<file path="config.mk">
export PLATFORM = sky130hd
export DESIGN_NAME = wb_dshot_decoder
export DESIGN_NICKNAME = d
export VERILOG_FILES = /design/src/rtl/wb_dshot_decoder.sv
export SDC_FILE = /design/constraint.sdc
export NUM_CORES = 1
export LEC_CHECK = 0
export ABC_CLOCK_PERIOD_IN_PS = 6800
export BUFFER_PORTS_ARGS = -buffer_cell sky130_fd_sc_hd__buf_2
export CAP_MARGIN = 25
export CORE_MARGIN = 10
export CORE_UTILIZATION = 45
export DETAILED_ROUTE_END_ITERATION = 8
export PLACE_DENSITY = 0.73
export SLEW_MARGIN = 20
export SYNTH_ARGS = -nofsm -noshare
export SYNTH_HDL_FRONTEND = slang
export SYNTH_SLANG_ARGS = --single-unit
</file>
<file path="constraint.sdc">
create_clock -name wb_clk_i -period 6.8 [get_ports wb_clk_i]
set_input_delay 1.02 -clock wb_clk_i [delete_from_list [all_inputs] [get_ports wb_clk_i]]
set_output_delay 1.02 -clock wb_clk_i [all_outputs]
set_load 0.01 [all_outputs]
</file>
<file path="src/rtl/wb_dshot_decoder.sv">
// Single-channel DSHOT receiver: classifies bits by high-pulse width, assembles
// 16-bit frames, checks the 4-bit CRC and reports frames/errors over Wishbone.
module wb_dshot_decoder #(
    parameter int CLK_FREQ_HZ  = 72_000_000,
    parameter int DEFAULT_MODE = 150
) (
    input  logic        wb_clk_i,
    input  logic        wb_rst_i,
    input  logic [31:0] wb_dat_i,
    input  logic [31:0] wb_adr_i,
    input  logic        wb_we_i,
    input  logic [3:0]  wb_sel_i,
    input  logic        wb_stb_i,
    input  logic        wb_cyc_i,
    output logic [31:0] wb_dat_o,
    output logic        wb_ack_o,
    output logic        wb_stall_o,
    input  logic        dshot_rx,
    output logic [15:0] frame_o,
    output logic        frame_valid_o,
    output logic        err_o,
    output logic [2:0]  dbg_state
);

    localparam int CW = $clog2(2 * (CLK_FREQ_HZ / 150_000) + 1);
    localparam logic [CW-1:0] T150 = CW'(CLK_FREQ_HZ / 150_000);
    localparam logic [CW-1:0] T300 = CW'(CLK_FREQ_HZ / 300_000);
    localparam logic [CW-1:0] T600 = CW'(CLK_FREQ_HZ / 600_000);

    typedef enum logic [2:0] {
        IDLE      = 3'd0,
        MEAS_HIGH = 3'd1,
        MEAS_LOW  = 3'd2,
        CHECK     = 3'd3,
        RESYNC    = 3'd4
    } state_t;

    state_t          state, state_n;
    logic [CW-1:0]   cnt, cnt_n, cnt_inc;
    logic [CW-1:0]   tbit, tbit_n, t_half, t_min, t_two, mode_tbit;
    logic [4:0]      bit_idx, bit_idx_n;
    logic [15:0]     shift, shift_n;
    logic            rx_s1, rx_s2, rx_d, rise, fall;
    logic            good_ev, crc_ev, frm_ev, crc_ok;

    logic [15:0]     mode, good_cnt, err_cnt;
    logic            new_flag, overrun, crc_err, framing_err;
    logic            acc, wr, rd;
    logic [3:0]      word;
    logic [31:0]     rdata;
    logic            unused_bits;

    assign wb_stall_o  = 1'b0;
    assign dbg_state   = state;
    assign unused_bits = ^{wb_sel_i, wb_adr_i[31:6], wb_adr_i[1:0], wb_dat_i[31:16]};

    // Handshake: ack follows each access (cyc & stb while ack low) by one
    // cycle; read data and all side effects are taken on that access cycle.
    assign acc  = wb_cyc_i & wb_stb_i & ~wb_ack_o;
    assign wr   = acc & wb_we_i;
    assign rd   = acc & ~wb_we_i;
    assign word = wb_adr_i[5:2];

    assign rise = rx_s2 & ~rx_d;
    assign fall = ~rx_s2 & rx_d;

    always_comb begin
        case (mode)
            16'd300: mode_tbit = T300;
            16'd600: mode_tbit = T600;
            default: mode_tbit = T150;
        endcase
    end

    assign t_half  = tbit >> 1;
    assign t_min   = tbit >> 3;
    assign t_two   = {tbit[CW-2:0], 1'b0};
    assign cnt_inc = cnt + CW'(1);
    assign crc_ok  = (shift[7:4] ^ shift[11:8] ^ shift[15:12]) == shift[3:0];

    always_ff @(posedge wb_clk_i) begin
        if (wb_rst_i) begin
            rx_s1   <= 1'b0;
            rx_s2   <= 1'b0;
            rx_d    <= 1'b0;
            state   <= IDLE;
            cnt     <= '0;
            tbit    <= T150;
            bit_idx <= '0;
            shift   <= '0;
        end else begin
            rx_s1   <= dshot_rx;
            rx_s2   <= rx_s1;
            rx_d    <= rx_s2;
            state   <= state_n;
            cnt     <= cnt_n;
            tbit    <= tbit_n;
            bit_idx <= bit_idx_n;
            shift   <= shift_n;
        end
    end

    always_comb begin
        state_n   = state;
        cnt_n     = cnt;
        tbit_n    = tbit;
        bit_idx_n = bit_idx;
        shift_n   = shift;
        good_ev   = 1'b0;
        crc_ev    = 1'b0;
        frm_ev    = 1'b0;
        case (state)
            IDLE: begin
                if (rise) begin
                    state_n   = MEAS_HIGH;
                    cnt_n     = CW'(1);
                    bit_idx_n = '0;
                    shift_n   = '0;
                    tbit_n    = mode_tbit;
                end
            end
            MEAS_HIGH: begin
                if (fall) begin
                    if (cnt < t_min) begin
                        frm_ev  = 1'b1;
                        state_n = RESYNC;
                        cnt_n   = CW'(1);
                    end else begin
                        shift_n   = {shift[14:0], (cnt >= t_half)};
                        bit_idx_n = bit_idx + 5'd1;
                        if (bit_idx == 5'd15) begin
                            state_n = CHECK;
                        end else begin
                            state_n = MEAS_LOW;
                            cnt_n   = CW'(1);
                        end
                    end
                end else if (cnt_inc == tbit) begin
                    frm_ev  = 1'b1;
                    state_n = RESYNC;
                    cnt_n   = '0;
                end else begin
                    cnt_n = cnt_inc;
                end
            end
            MEAS_LOW: begin
                if (rise) begin
                    state_n = MEAS_HIGH;
                    cnt_n   = CW'(1);
                end else if (cnt_inc == t_two) begin
                    frm_ev  = 1'b1;
                    state_n = IDLE;
                end else begin
                    cnt_n = cnt_inc;
                end
            end
            CHECK: begin
                good_ev = crc_ok;
                crc_ev  = ~crc_ok;
                state_n = IDLE;
            end
            RESYNC: begin
                // Only a continuous low stretch of two bit periods re-arms the receiver.
                if (rx_s2) begin
                    cnt_n = '0;
                end else if (cnt_inc == t_two) begin
                    state_n = IDLE;
                end else begin
                    cnt_n = cnt_inc;
                end
            end
            default: state_n = IDLE;
        endcase
    end

    always_comb begin
        rdata = '0;
        case (word)
            4'd0:    rdata = {15'b0, new_flag, frame_o};
            4'd1:    rdata = {28'b0, framing_err, crc_err, overrun, new_flag};
            4'd2:    rdata = {16'b0, mode};
            4'd3:    rdata = {err_cnt, good_cnt};
            default: rdata = '0;
        endcase
    end

    always_ff @(posedge wb_clk_i) begin
        if (wb_rst_i) begin
            wb_ack_o      <= 1'b0;
            wb_dat_o      <= '0;
            frame_o       <= '0;
            frame_valid_o <= 1'b0;
            err_o         <= 1'b0;
            new_flag      <= 1'b0;
            overrun       <= 1'b0;
            crc_err       <= 1'b0;
            framing_err   <= 1'b0;
            mode          <= 16'(DEFAULT_MODE);
            good_cnt      <= '0;
            err_cnt       <= '0;
        end else begin
            wb_ack_o      <= acc;
            if (acc) wb_dat_o <= rdata;
            frame_valid_o <= good_ev;
            err_o         <= crc_ev | frm_ev;
            if (good_ev) frame_o <= shift;

            // Hardware set events win over software clears in the same cycle.
            if (good_ev)                 new_flag <= 1'b1;
            else if (rd && word == 4'd0) new_flag <= 1'b0;

            if (good_ev && new_flag)                        overrun <= 1'b1;
            else if (wr && word == 4'd1 && wb_dat_i[1])     overrun <= 1'b0;
            if (crc_ev)                                     crc_err <= 1'b1;
            else if (wr && word == 4'd1 && wb_dat_i[2])     crc_err <= 1'b0;
            if (frm_ev)                                     framing_err <= 1'b1;
            else if (wr && word == 4'd1 && wb_dat_i[3])     framing_err <= 1'b0;

            if (wr && word == 4'd2) mode <= wb_dat_i[15:0];

            if (wr && word == 4'd3) begin
                good_cnt <= {15'b0, good_ev};
                err_cnt  <= {15'b0, crc_ev | frm_ev};
            end else begin
                if (good_ev && good_cnt != 16'hFFFF)           good_cnt <= good_cnt + 16'd1;
                if ((crc_ev | frm_ev) && err_cnt != 16'hFFFF)  err_cnt  <= err_cnt + 16'd1;
            end
        end
    end

endmodule

</file>
==> results of run 1 <==
-- layout make-up --
class	instances	area (um^2)
Fill cell	1447	7200
Timing Repair Buffer	86	452
Clock buffer	20	457
Sequential cell	144	2880
Clock inverter	12	111
Multi-Input combinational cell	663	3840
Tap cell	211	264
Inverter	12	45.0
-- worst paths after layout --
check / cells past startpoint / slack, ns / start / end
setup / recovery: 6 / 3.49 / wb_rst_i / err_cnt[5]$_SDFFE_PP0P_
hold / removal: 1 / 0.44 / rx_s1$_SDFF_PP0_ / rx_s2$_SDFF_PP0_
setup reg to reg: 9 / 3.58 / cnt[1]$_SDFFE_PP0P_ / err_cnt[14]$_SDFFE_PP0P_
hold reg to reg: 1 / 0.44 / rx_s1$_SDFF_PP0_ / rx_s2$_SDFF_PP0_
-- sequential cells by signal, indices dropped and copies added (netlist names), 5 cells and up --
| signal | count |
|---|---|
| mode | 16 |
| cnt | 10 |
| frame_o | 16 |
| good_cnt | 16 |
| bit_idx | 5 |
| shift | 16 |
| err_cnt | 16 |
| wb_dat_o | 32 |
-- per-stage QoR --
step	hold WS [ns]	power [mW]	setup WS, ns	util [%]
global placement	0.417	0.952	3.03	49.0
finish	0.440	1.83	3.49	52.8
CTS	0.441	1.84	3.48	52.8
detailed placement	0.426	0.953	3.02	49.1
floorplan	0.414	0.926	4.04	-
global route	0.472	1.88	3.29	52.8
-- metal layers --
metal | up-vias | wire length (um) | track usage (%)
li1 | 3171 | - | -
met1 | 3036 | 8490 | 23.2
met2 | 207 | 8690 | 28.6
met3 | 32 | 1230 | 3.91
met4 | 0 | 532 | 8.56
met5 | - | 0 | 0
-- report_power, final --
part / switching [mW] / internal [mW]
logic: 0.0551 / 0.0233
clock network: 0.373 / 0.523
registers: 0.00826 / 0.848
total: 0.436 / 1.39
-- cell usage in the layout (no fill, tap or decap), drive strengths merged, types with 11 or more instances in the layout --
master,n
a22oi,21
dfxtp,144
nor3,15
clkbuf,20
a21oi,104
mux2i,20
inv,13
or3,13
and3,12
nand2,132
a31oi,11
nand4,13
ha,13
xnor2,21
buf,86
nor2,85
xor2,22
o21ai,25
nand3,61
-- cells by family after synthesis --
| logic type | Yosys count | share of synthesized area [%] |
|---|---|---|
| adder cells (fa/ha/maj) | 13 | 2.32 |
| AO/OA/AOI/OAI | 197 | 16.8 |
| multiplexers | 24 | 3.50 |
| flip-flops | 144 | 41.1 |
| XOR/XNOR | 43 | 5.37 |
| AND/OR/NAND/NOR | 385 | 26.6 |
| buffers and inverters | 67 | 4.21 |
| other | 1 | 0.0535 |
==> qor.txt, run 1 <==
Peak supply drop = 0.000179 V
Ys Warns = 0
CP cell instances = buf_2, buf_4, inv_1, nand2_1, or4_1, nand2_1
CP endpoint kind = flip-flop
Top delay family on crit path = buffers and inverters
Synth area leaders = dfxtp_1 (41%), a21oi_1 (7.4%), nand2_1 (7.1%), nor2_1 (4.5%), nand3_1 (4.3%)
Design Area, Final = 0.00806 mm^2
Syn Inst Count = 874
Hold Path Class = reg -> reg
Longest Clk Path Bufs = 2
Slew headroom = 29.5%
Distinct cell type count after synthesis = 66
Vias in the first global route = 6,054
Layout cells sized above 1 = 14.8%
Status = completed
Placed Area = 0.00749 mm^2
Antenna Nets Post-Route = 0
Site Rows = 45
CP startpoint kind = input pin
Buffers added on ports = 79
Min Clock Period, post-route = 3.31 ns
Most used cell, CP = nand2_1
Reg clk slew, reported paths = 0.06 ns
# clock sinks = 144
Die Ht = 145 um
Gr usage total = 18.2%
DP Cell Count = 1,116
Crit path max fanout = 97
Area Growth Syn to Fin = 14.9%
DRC Markers = 0
Routability congestion estimate = 0.918
Antenna violations before repair = 0
Final setup fails = 0
CTS Buf Count = 17
CTS H-tree lvls = 4
CP max-delay cell = nand2_1
Final #Nets = 1,011
CTS tree = yes
Prevailing post-synth register cell = dfxtp_1
Seq cells post-synth = 144
Cell Area, Synth = 0.00701 mm^2
I/O pin cnt = 129
Crit Path Category = in -> reg
Post-CTS Resized = 0
Register area share after synthesis = 41.1%
Setup bufs post-CTS = 0
Global route overflow = 0
Most frequent cell after synthesis = dfxtp_1
Post-Route Setup TNS = 0 ns
Core Area = 0.0153 mm^2
Pwr dens = 227 mW/mm^2
CP max stage delay = 0.87 ns
Synth area leader = dfxtp_1
Max-slew violation count = 0
Die area = 0.0210 mm^2
Drt total wl = 18,900 um
Die width = 145 um
Largest net degree at the start of global routing = 98
Vias = 6,446
Worst path arrival time = 3.63 ns
Top cell types by occurrence after synthesis = dfxtp_1 (144), nand2_1 (132), a21oi_1 (104)
Drt first-iter violations = 569
Count of final hold-check violations = 0
Mapped Nets = 961
Crit path buf inv count = 3
Non-Filler Instances = 1,148
Max_cap viols = 0
Avg Synthesized Cell Area = 8.02 um^2
Via density = 5.61
Fmax = 302 MHz
Hold-fix buffers, CTS = 0
Worst-skew pair later-pin latency = 0.43 ns
Period utilization = 48.7%
# diodes = 0
Critical Path RT = 7.12 ns
EDFF count, synth = 0
CTS root buf = clkbuf_16
Initial Utilization = 46.0%
Slew @ Worst Pin = 1.06 ns
First-pass GRT wire length = 30,800 um
Leakage = 3.00 nW
Area fraction of the dominant cell type after synthesis = 41.1%
DP HPWL = 13,000 um
Drt wl/cell = 16.5 um
RSZ-0062 raised after global routing = no
Final Skew = 0.0117 ns
Drt first pass iters = 5
Ys async rst share = 0%
No activity file was read; power rests on OpenSTA's default activity.
==> inputs of run 2 (changes only) <==
--- a/config.mk
+++ b/config.mk
@@ -5,13 +5,13 @@
 export SDC_FILE = /design/constraint.sdc
 export NUM_CORES = 1
 export LEC_CHECK = 0
-export ABC_CLOCK_PERIOD_IN_PS = 6800
+export ABC_CLOCK_PERIOD_IN_PS = 2800
 export BUFFER_PORTS_ARGS = -buffer_cell sky130_fd_sc_hd__buf_2
 export CAP_MARGIN = 25
 export CORE_MARGIN = 10
 export CORE_UTILIZATION = 45
 export DETAILED_ROUTE_END_ITERATION = 8
-export PLACE_DENSITY = 0.73
+export PLACE_DENSITY = 0.75
 export SLEW_MARGIN = 20
 export SYNTH_ARGS = -nofsm -noshare
 export SYNTH_HDL_FRONTEND = slang
==> constraint.sdc (replaced) <==
create_clock -name wb_clk_i -period 2.8 [get_ports wb_clk_i]
set_input_delay 0.42 -clock wb_clk_i [delete_from_list [all_inputs] [get_ports wb_clk_i]]
set_output_delay 0.42 -clock wb_clk_i [all_outputs]
set_load 0.01 [all_outputs]
==> run 2 against run 1 <==
Net effect: largest power group unchanged; combinational power rose to 2.6 times the previous value; global-route usage barely moved; critical endpoint is now err_cnt[14]$_SDFFE_PP0P_; clock skew decreased by 0.0029 ns; highest routed layer unchanged; non-clock buffer count grew 23; final area is 2.6% higher; clock power rose to 2.6 times the previous value; worst setup slack lost 3.3 ns.
==> qor.txt, run 2 (same netlist as run 1, synthesis figures left out) <==
Status = completed
Final #Nets = 1,034
Peak supply drop = 0.000428 V
Gr usage total = 18.2%
CP endpoint kind = flip-flop
Crit path max fanout = 26
Global route overflow = 0
Largest net degree at the start of global routing = 54
Drt wl/cell = 16.1 um
Core Area = 0.0153 mm^2
Fmax = 380 MHz
Max-slew violation count = 0
Layout cells sized above 1 = 17.4%
Final Skew = 0.00882 ns
Antenna violations before repair = 0
Pwr Total = 4.57 mW
Max_cap viols = 0
Pwr dens = 553 mW/mm^2
First-pass GRT wire length = 31,000 um
Final setup fails = 0
Site Rows = 45
Vias = 6,523
Drt first pass iters = 5
Count of final hold-check violations = 0
Worst-skew pair later-pin latency = 0.43 ns
# clock sinks = 144
Pre-CTS setup slack = 0.107 ns
Critical Path RT = 3.16 ns
Non-Filler Instances = 1,172
DRC Markers = 0
Die Ht = 145 um
Post-Route Setup TNS = 0 ns
Drt total wl = 18,900 um
Vias in the first global route = 6,195
Setup ws final = 0.172 ns
CTS root buf = clkbuf_16
Min Clock Period, post-route = 2.63 ns
Routability congestion estimate = 0.903
Reg clk slew, reported paths = 0.06 ns
RSZ-0062 raised after global routing = no
Buffers added on ports = 79
CP max-delay cell = or4_1
Worst path arrival time = 2.98 ns
Longest Clk Path Bufs = 2
Initial Utilization = 46.0%
Max reg flops = 32
Top delay family on crit path = simple AND/OR/NAND/NOR gates
CP max stage delay = 0.44 ns
Antenna Nets Post-Route = 0
Via density = 5.57
Commonest non-fill, non-tap cell in the layout = dfxtp_1
DP HPWL = 13,500 um
Most frequent cells in the layout = dfxtp_1 (142), nand2_1 (132), a21oi_1 (104)
CTS Buf Count = 17
Area of the multi-input gates = 0.00385 mm^2
Setup bufs post-CTS = 0
I/O pin cnt = 129
Area Growth Syn to Fin = 17.9%
Slew headroom = 53.4%
Hold Path Class = in -> reg
CTS H-tree lvls = 4
Fill cells = 1,438
Period utilization = 93.9%
Die width = 145 um
Leakage = 3.14 nW
CP startpoint kind = flip-flop
CP cell instances = buf_4, and2_4, or3_1, a22oi_1, o2111ai_2, nor3_4, o22ai_4, or4_1, a21oi_1
Slew @ Worst Pin = 0.693 ns
Die area = 0.0210 mm^2
Crit path buf inv count = 1
Reg area = 0.00289 mm^2
Most flops, register = wb_dat_o
DP Cell Count = 1,139
CTS tree = yes
Crit Path Category = reg -> reg
Drt first-iter violations = 515
run 2: changes by cell type in the layout (fill, tap and decap cells not counted), sizes merged:
cell / delta
inv: +3
clkbuf: -2
bufinv: +1
clkinvlp: -1
clkinv: -1
diode: +1
buf: +23
run 2: stage by stage:
stage          utilization [%]  hold slack (ns)  instance area [um^2]
5_1_grt                   54.2            0.209                  8270
3_3_place_gp              50.2            0.417                  7660
4_1_cts                   54.1            0.190                  8260
6_report                  54.2            0.203                  8270
2_1_floorplan                -            0.414                  7010
3_5_place_dp              50.2            0.442                  7660
run 2: final timing paths:
check	depth (start not counted)	end	startpoint	slack, ns
setup / recovery	9	err_cnt[14]$_SDFFE_PP0P_	cnt[1]$_SDFFE_PP0P_	0.17
hold / removal	2	rx_s1$_SDFF_PP0_	dshot_rx	0.20
setup reg to reg	9	err_cnt[14]$_SDFFE_PP0P_	cnt[1]$_SDFFE_PP0P_	0.17
hold reg to reg	2	wb_dat_o[24]$_SDFFE_PP0P_	wb_dat_o[24]$_SDFFE_PP0P_	0.45
run 2: layout make-up:
| cell class | instances | share of cell area (%) |
|---|---|---|
| Sequential cell | 144 | 34.9 |
| Inverter | 12 | 0.545 |
| Multi-Input combinational cell | 663 | 46.6 |
| Clock buffer | 18 | 5.31 |
| Timing Repair Buffer | 109 | 7.54 |
| Tap cell | 211 | 3.19 |
| Antenna cell | 1 | 0.0303 |
| Clock inverter | 14 | 1.91 |
run 2: per-layer routing:
metal / vias up / global-route usage (%) / share of wire (%)
li1: 3231 / - / -
met1: 3058 / 22.9 / 45
met2: 198 / 29.3 / 47
met3: 36 / 4.20 / 6.4
met4: 0 / 7.61 / 2.2
met5: - / 0 / 0
run 2: report_power, final:
part,total [mW],internal [mW],leakage [nW],switching (mW)
combinational,0.207,0.0663,1.69,0.141
sequential,2.07,2.06,1.16,0.0147
clock,2.29,1.35,0.289,0.937
run 2: timing repair:
action                                  CTS  global route
endpoints found under the setup margin    0            13
hold buffers                              0             0
gates resized for setup                   0             4
